## src/rtl/lms_pkg.sv

```systemverilog
// Shared constants and types for the LMS coefficient-update stage.
package lms_pkg;

  localparam int NTAPS    = 16;
  localparam int REF_W    = 14;
  localparam int ERR_W    = 10;
  localparam int WGT_W    = 31;
  localparam int MU_SHIFT = 8;

  localparam logic signed [WGT_W-1:0] WGT_MAX = {1'b0, {(WGT_W-1){1'b1}}};
  localparam logic signed [WGT_W-1:0] WGT_MIN = {1'b1, {(WGT_W-1){1'b0}}};

  typedef enum logic [1:0] {
    IDLE,
    UPDATE,
    DONE
  } state_t;

endpackage

```

## src/rtl/lms_tap_mac.sv

```systemverilog
// Single shared multiply-accumulate for one tap: w + ((e*ref) >>> MU_SHIFT), saturated to WGT_W bits.
module lms_tap_mac #(
  parameter int REF_W    = 14,
  parameter int ERR_W    = 10,
  parameter int WGT_W    = 31,
  parameter int MU_SHIFT = 8
) (
  input  logic signed [ERR_W-1:0] e_q,
  input  logic signed [REF_W-1:0] ref_tap,
  input  logic signed [WGT_W-1:0] w_old,
  output logic signed [WGT_W-1:0] w_new,
  output logic                    sat
);

  localparam int PW = ERR_W + REF_W;

  logic signed [PW-1:0]  prod;
  logic signed [PW-1:0]  shifted;
  logic signed [WGT_W:0] delta;
  logic signed [WGT_W:0] sum;

  // One guard bit above the weight width: the top two bits disagree exactly when the sum left range
  always_comb begin
    prod    = PW'(e_q) * PW'(ref_tap);
    shifted = prod >>> MU_SHIFT;
    delta   = (WGT_W+1)'(shifted);
    sum     = (WGT_W+1)'(w_old) + delta;
    sat     = sum[WGT_W] ^ sum[WGT_W-1];
    w_new   = sum[WGT_W-1:0];
    if (sat) begin
      w_new = sum[WGT_W] ? {1'b1, {(WGT_W-1){1'b0}}} : {1'b0, {(WGT_W-1){1'b1}}};
    end
  end

endmodule

```

## src/rtl/lms_weight_update.sv

```systemverilog
// LMS weight-update stage: one tap per clock through a shared MAC, with burst control and sticky flags.
module lms_weight_update #(
  parameter int NTAPS    = lms_pkg::NTAPS,
  parameter int REF_W    = lms_pkg::REF_W,
  parameter int ERR_W    = lms_pkg::ERR_W,
  parameter int WGT_W    = lms_pkg::WGT_W,
  parameter int MU_SHIFT = lms_pkg::MU_SHIFT
) (
  input  logic                     clk,
  input  logic                     rstn,
  input  logic                     upd_en,
  input  logic                     weight_clr,
  input  logic                     e_valid,
  input  logic [ERR_W-1:0]         e,
  input  logic [NTAPS*REF_W-1:0]   ref_flat,
  output logic [NTAPS*WGT_W-1:0]   weight_flat,
  output logic                     busy,
  output logic                     upd_done,
  output logic                     sat_flag,
  output logic                     overrun
);

  import lms_pkg::*;

  localparam int IDX_W = $clog2(NTAPS);

  state_t                          state;
  state_t                          state_nxt;
  logic [IDX_W-1:0]                idx;
  logic signed [ERR_W-1:0]         e_q;
  logic [NTAPS-1:0][REF_W-1:0]     ref_q;
  logic [NTAPS-1:0][WGT_W-1:0]     w;

  logic                            start;
  logic                            clr;
  logic                            wr_en;
  logic                            abort;
  logic                            ovr_set;
  logic                            done_set;
  logic signed [WGT_W-1:0]         w_new;
  logic                            mac_sat;

  always_ff @(posedge clk or negedge rstn) begin
    if (!rstn) state <= IDLE;
    else       state <= state_nxt;
  end

  // An abort takes priority over finishing the last tap
  always_comb begin
    state_nxt = state;
    case (state)
      IDLE:    if (e_valid && upd_en && !weight_clr) state_nxt = UPDATE;
      UPDATE: begin
        if (!upd_en)                              state_nxt = IDLE;
        else if (idx == IDX_W'(NTAPS-1))          state_nxt = DONE;
      end
      DONE:    state_nxt = IDLE;
      default: state_nxt = IDLE;
    endcase
  end

  always_comb begin
    start    = (state == IDLE) && e_valid && upd_en && !weight_clr;
    clr      = (state == IDLE) && weight_clr;
    wr_en    = (state == UPDATE) && upd_en;
    abort    = (state == UPDATE) && !upd_en;
    ovr_set  = (state != IDLE) && e_valid;
    done_set = (state == DONE);
  end

  lms_tap_mac #(
    .REF_W    (REF_W),
    .ERR_W    (ERR_W),
    .WGT_W    (WGT_W),
    .MU_SHIFT (MU_SHIFT)
  ) u_mac (
    .e_q     (e_q),
    .ref_tap ($signed(ref_q[idx])),
    .w_old   ($signed(w[idx])),
    .w_new   (w_new),
    .sat     (mac_sat)
  );

  // The error and taps are snapshotted at acceptance so the inputs are free to move during a burst
  always_ff @(posedge clk or negedge rstn) begin
    if (!rstn) begin
      busy     <= 1'b0;
      upd_done <= 1'b0;
      sat_flag <= 1'b0;
      overrun  <= 1'b0;
      idx      <= '0;
      e_q      <= '0;
      ref_q    <= '0;
    end else begin
      upd_done <= done_set;
      if (start) begin
        busy  <= 1'b1;
        idx   <= '0;
        e_q   <= e;
        ref_q <= ref_flat;
      end else if (done_set || abort) begin
        busy  <= 1'b0;
      end
      if (wr_en) idx <= idx + IDX_W'(1);
      if (clr) begin
        sat_flag <= 1'b0;
        overrun  <= 1'b0;
      end else begin
        if (wr_en && mac_sat) sat_flag <= 1'b1;
        if (ovr_set)          overrun  <= 1'b1;
      end
    end
  end

  always_ff @(posedge clk or negedge rstn) begin
    if (!rstn)      w      <= '0;
    else if (clr)   w      <= '0;
    else if (wr_en) w[idx] <= w_new;
  end

  assign weight_flat = w;

endmodule
```

## config.mk

```make
export PLATFORM = sky130hd
export DESIGN_NAME = lms_weight_update
export DESIGN_NICKNAME = d
export VERILOG_FILES = /design/src/rtl/lms_pkg.sv /design/src/rtl/lms_tap_mac.sv /design/src/rtl/lms_weight_update.sv
export SDC_FILE = /design/constraint.sdc
export NUM_CORES = 2
export LEC_CHECK = 0
export ABC_AREA = 0
export CAP_MARGIN = 5
export CORE_ASPECT_RATIO = 0.7
export CORE_UTILIZATION = 45
export DETAILED_ROUTE_END_ITERATION = 12
export PLACE_DENSITY = 0.7
export SLEW_MARGIN = 20
export SYNTH_ARGS = -nofsm -noshare
export SYNTH_HDL_FRONTEND = slang
export SYNTH_SLANG_ARGS = --single-unit
```

## constraint.sdc

```tcl
create_clock -name clk -period 18.8 [get_ports clk]
set_input_delay 2.82 -clock clk [delete_from_list [all_inputs] [get_ports clk]]
set_output_delay 2.82 -clock clk [all_outputs]
set_load 0.02 [all_outputs]
```

==> metrics.log <==
INFO  metric outcome = completed
INFO  metric drt_initial_violations = 4853
INFO  metric cp_slowest_cell = sky130_fd_sc_hd__dfrtp_4
INFO  metric worstPathBufferInverterCount = 5
INFO  metric rr_endpoint = weight_flat[0]
INFO  metric endpoint_of_the_worst_setup_timing_path = weight_flat[0]
INFO  metric setup.worst_path.start_class = flop
INFO  metric io_pins = 739
INFO  metric rrSetupSlack = around 6000 ps
INFO  metric synth-warning-count = 0
INFO  metric core = 88700 µm²
INFO  metric grt_pass1_vias = between 30000 and 40000
INFO  metric synthesized_flop_and_latch_total = 740
INFO  metric die_area = 91500 µm²
INFO  metric final_util = 0.582
INFO  metric antenna_violations_before_repair = 13
INFO  metric start_util = 0.458
INFO  metric crit_type = flop to flop
INFO  metric syn-instance-count = just under 4000
INFO  metric clock_insertion_delay_worst_skew = between 600 and 700 ps
INFO  metric setup.worst_path.end_class = flop
INFO  metric final_layout_size_suffix_gt1_frac = 0.109
INFO  metric relSlewSlack = 0.185
INFO  metric ant_nets = 0
INFO  metric seq_area_frac_synth = 0.456
INFO  metric dp.final_hpwl = about 120000 µm
INFO  metric clock_tree_from_tritoncts = yes
INFO  metric row_count = between 90 and 100
INFO  metric cts_resized = 0
INFO  metric finalMaxSlewViolations = 0
INFO  metric netlist_area = 40600 µm²
INFO  metric grt.total_usage = 0.365
INFO  metric asyncSetResetFlopFracSynth = 1.00
INFO  metric ys.flop_type = sky130_fd_sc_hd__dfrtp_1
INFO  metric critPathLaunch = idx[0]
INFO  metric synthesis.nets = approximately 4300
INFO  metric peak_per_stage_delay_on_the_critical_path = 970 ps
INFO  metric rsz_0062_raised_after_global_routing = false
INFO  metric synth_cell_types = just under 80
INFO  metric worst_slew_pin_slew = around 1200 ps
INFO  metric detail_route.wl_per_cell = about 30 µm
INFO  metric dp_slack = 6060 ps
INFO  metric crit_path_max_fanout = around 110
INFO  metric mostFrequentLayoutCells = 838 x sky130_fd_sc_hd__nand2_1, 737 x sky130_fd_sc_hd__clkdlybuf4s50_1, 736 x sky130_fd_sc_hd__dfrtp_1
INFO  metric cts_htree_levels = 3
INFO  metric finalHoldWorstSlack = about 470 ps
INFO  metric post-route-drc-count = 0
INFO  metric area_growth_from_synthesis_to_layout = 27.0%
INFO  metric detail_route.vias_per_cell = 6.37
INFO  metric crit_top_cell = sky130_fd_sc_hd__fa_1
INFO  metric hold_path.startpoint = ref_q[37]
INFO  metric die_height = 253 µm
INFO  metric numCtsBuffers = 75
INFO  metric clk_pin_slew = around 60 ps
INFO  metric holdBufCountCts = 0
INFO  metric grt_overflow_total = 0
INFO  metric worst_r2r_path_depth = 38
INFO  metric worstPathRequired = about 19000 ps
INFO  metric drv.max_cap_violation_count = 0
INFO  metric tritoncts_num_sinks = 740
INFO  metric wl = roughly 170000 µm
INFO  metric count_of_endpoints_failing_setup_in_the_final_report = 0
INFO  metric largest_net_degree_at_the_start_of_global_routing = around 240
INFO  metric num-nets-final = ~4900
INFO  metric ctsRootBufferMaster = sky130_fd_sc_hd__clkbuf_16
INFO  metric final-hold-violation-count = 0
INFO  metric grt_pass1_wl = roughly 240000 µm
INFO  metric numPortBuffers = about 740
INFO  metric cp_num_cells = 38
INFO  metric routed-via-count = about 36000
INFO  metric critical_path_arrival = between 10000 and 15000 ps
INFO  metric worstReg2RegStart = idx[0]
INFO  metric gp_routability_congestion = about 0.97
INFO  metric holdCritPathClass = flop to flop
INFO  metric die_width = ~360 µm
INFO  metric final.setup_skew = 33.4 ps
INFO  metric fin_crit_sh = 0.682
INFO  metric critPathTopFamily = adder cells
INFO  metric clk_path_buf_depth = 3
INFO  metric post_cts.repair.setup_buffers = 0
INFO  metric final_critical_path_setup_slack = approximately 6000 ps
INFO  metric final.min_clock_period = about 13000 ps
INFO  metric syn_area_per_cell = 10.6 µm²
INFO  metric leading_cell_type_in_the_layout_fill_and_taps_excluded = sky130_fd_sc_hd__nand2_1
INFO  metric synth_edf_count = 0
INFO  metric max_clock_freq = around 0.08 GHz
INFO  metric firstDrtPassIters = 6
INFO  metric finalSetupTns = 0 ps
## routing by layer
layer  vias up  track usage  routed length (µm)
met5         -            0                  40
met4         6        0.146                7960
met3       365        0.144               23700
met2      2370        0.500               69700
met1     18421        0.515               66700
li1      14790            -                   -
## cells in the mapped netlist (6+ instances only)
master | count | area, µm²
sky130_fd_sc_hd__a21o_1 | 17 | 128
sky130_fd_sc_hd__a21oi_1 | 507 | 2540
sky130_fd_sc_hd__xor2_1 | 7 | 61.3
sky130_fd_sc_hd__nand4_1 | 20 | 125
sky130_fd_sc_hd__buf_6 | 7 | 78.8
sky130_fd_sc_hd__dfrtp_1 | 740 | 18500
sky130_fd_sc_hd__buf_2 | 55 | 275
sky130_fd_sc_hd__nand3_1 | 101 | 505
sky130_fd_sc_hd__o21ai_1 | 20 | 100
sky130_fd_sc_hd__nor3_1 | 16 | 80.1
sky130_fd_sc_hd__a211oi_1 | 7 | 52.6
sky130_fd_sc_hd__clkbuf_1 | 216 | 811
sky130_fd_sc_hd__a31oi_1 | 6 | 37.5
sky130_fd_sc_hd__mux2i_1 | 25 | 250
sky130_fd_sc_hd__nand3_2 | 9 | 90.1
sky130_fd_sc_hd__nor2_1 | 89 | 334
sky130_fd_sc_hd__and2_1 | 57 | 357
sky130_fd_sc_hd__a22oi_1 | 9 | 67.6
sky130_fd_sc_hd__fa_1 | 123 | 2460
sky130_fd_sc_hd__xnor2_1 | 40 | 350
sky130_fd_sc_hd__nor2b_1 | 13 | 81.3
sky130_fd_sc_hd__nor3_2 | 16 | 160
sky130_fd_sc_hd__a32o_1 | 193 | 1930
sky130_fd_sc_hd__o21ai_0 | 66 | 330
sky130_fd_sc_hd__a21oi_2 | 10 | 87.6
sky130_fd_sc_hd__mux4_2 | 208 | 4680
sky130_fd_sc_hd__inv_1 | 177 | 664
sky130_fd_sc_hd__nand2b_1 | 11 | 68.8
sky130_fd_sc_hd__o21a_1 | 8 | 60.1
sky130_fd_sc_hd__nand2_1 | 839 | 3150
sky130_fd_sc_hd__o211ai_1 | 36 | 270
sky130_fd_sc_hd__or3_1 | 8 | 50.1
sky130_fd_sc_hd__buf_1 | 29 | 109
sky130_fd_sc_hd__ha_1 | 84 | 1050
## worst reg2reg max path, delay by kind of cell (launching register included)
kind                     cells  cell delay, ps
buffers and inverters        5            2130
multiplexers                 2            1520
flip-flops                   1             970
adder cells (fa/ha/maj)      7            3130
XOR/XNOR                     1             210
AND/OR/NAND/NOR             13            1820
AO/OA/AOI/OAI               10            2980
## registers in the layout, indices dropped and copies added, names as in the netlist
name,flops
e_q,10
idx,4
weight_flat,496
state,2
sat_flag,1
upd_done,1
overrun,1
ref_q,224
busy,1
## through the flow
| step | std cells | cell area [µm²] |
|---|---|---|
| CTS | 5642 | 51600 |
| floorplan | 3845 | 40600 |
| detailed placement | 5510 | 49000 |
| global placement | 5509 | 48900 |
| finish | 5646 | 51600 |
| global route | 5646 | 51600 |
## area by class of cell
type	count	area (µm²)
fillers	7310	37100
flip-flops and latches	740	18500
clock inverters	26	375
repair buffers	812	8040
well taps	1162	1450
multi-input cells	2618	20300
clock buffers	106	2210
inverters	179	672
diodes	3	7.51
## kinds of logic (layout without fill, tap and decap cells)
logic type,after synthesis,after routing,share of synthesized area
AOI/OAI and AO/OA,918,918,0.148
xor gates and xnor gates,47,47,0.0101
adders and majority gates,207,207,0.0865
buffers and inverters,487,1123,0.0481
DFF,740,740,0.456
muxes,235,235,0.122
other,0,3,0
and+or+nand+nor,1211,1211,0.130
## worst min-delay path by stage
stage | to | slack (ps) | cells past startpoint
floorplan | ref_q[142] | 440 | 2
global placement | ref_q[215] | 460 | 2
detailed placement | ref_q[147] | 460 | 2
CTS | ref_q[55] | 470 | 2
global route | ref_q[55] | 490 | 2
finish | ref_q[37] | 470 | 2
Power is not shown: default switching activity piles up to over one toggle a cycle in this logic, so the estimate is an artifact.
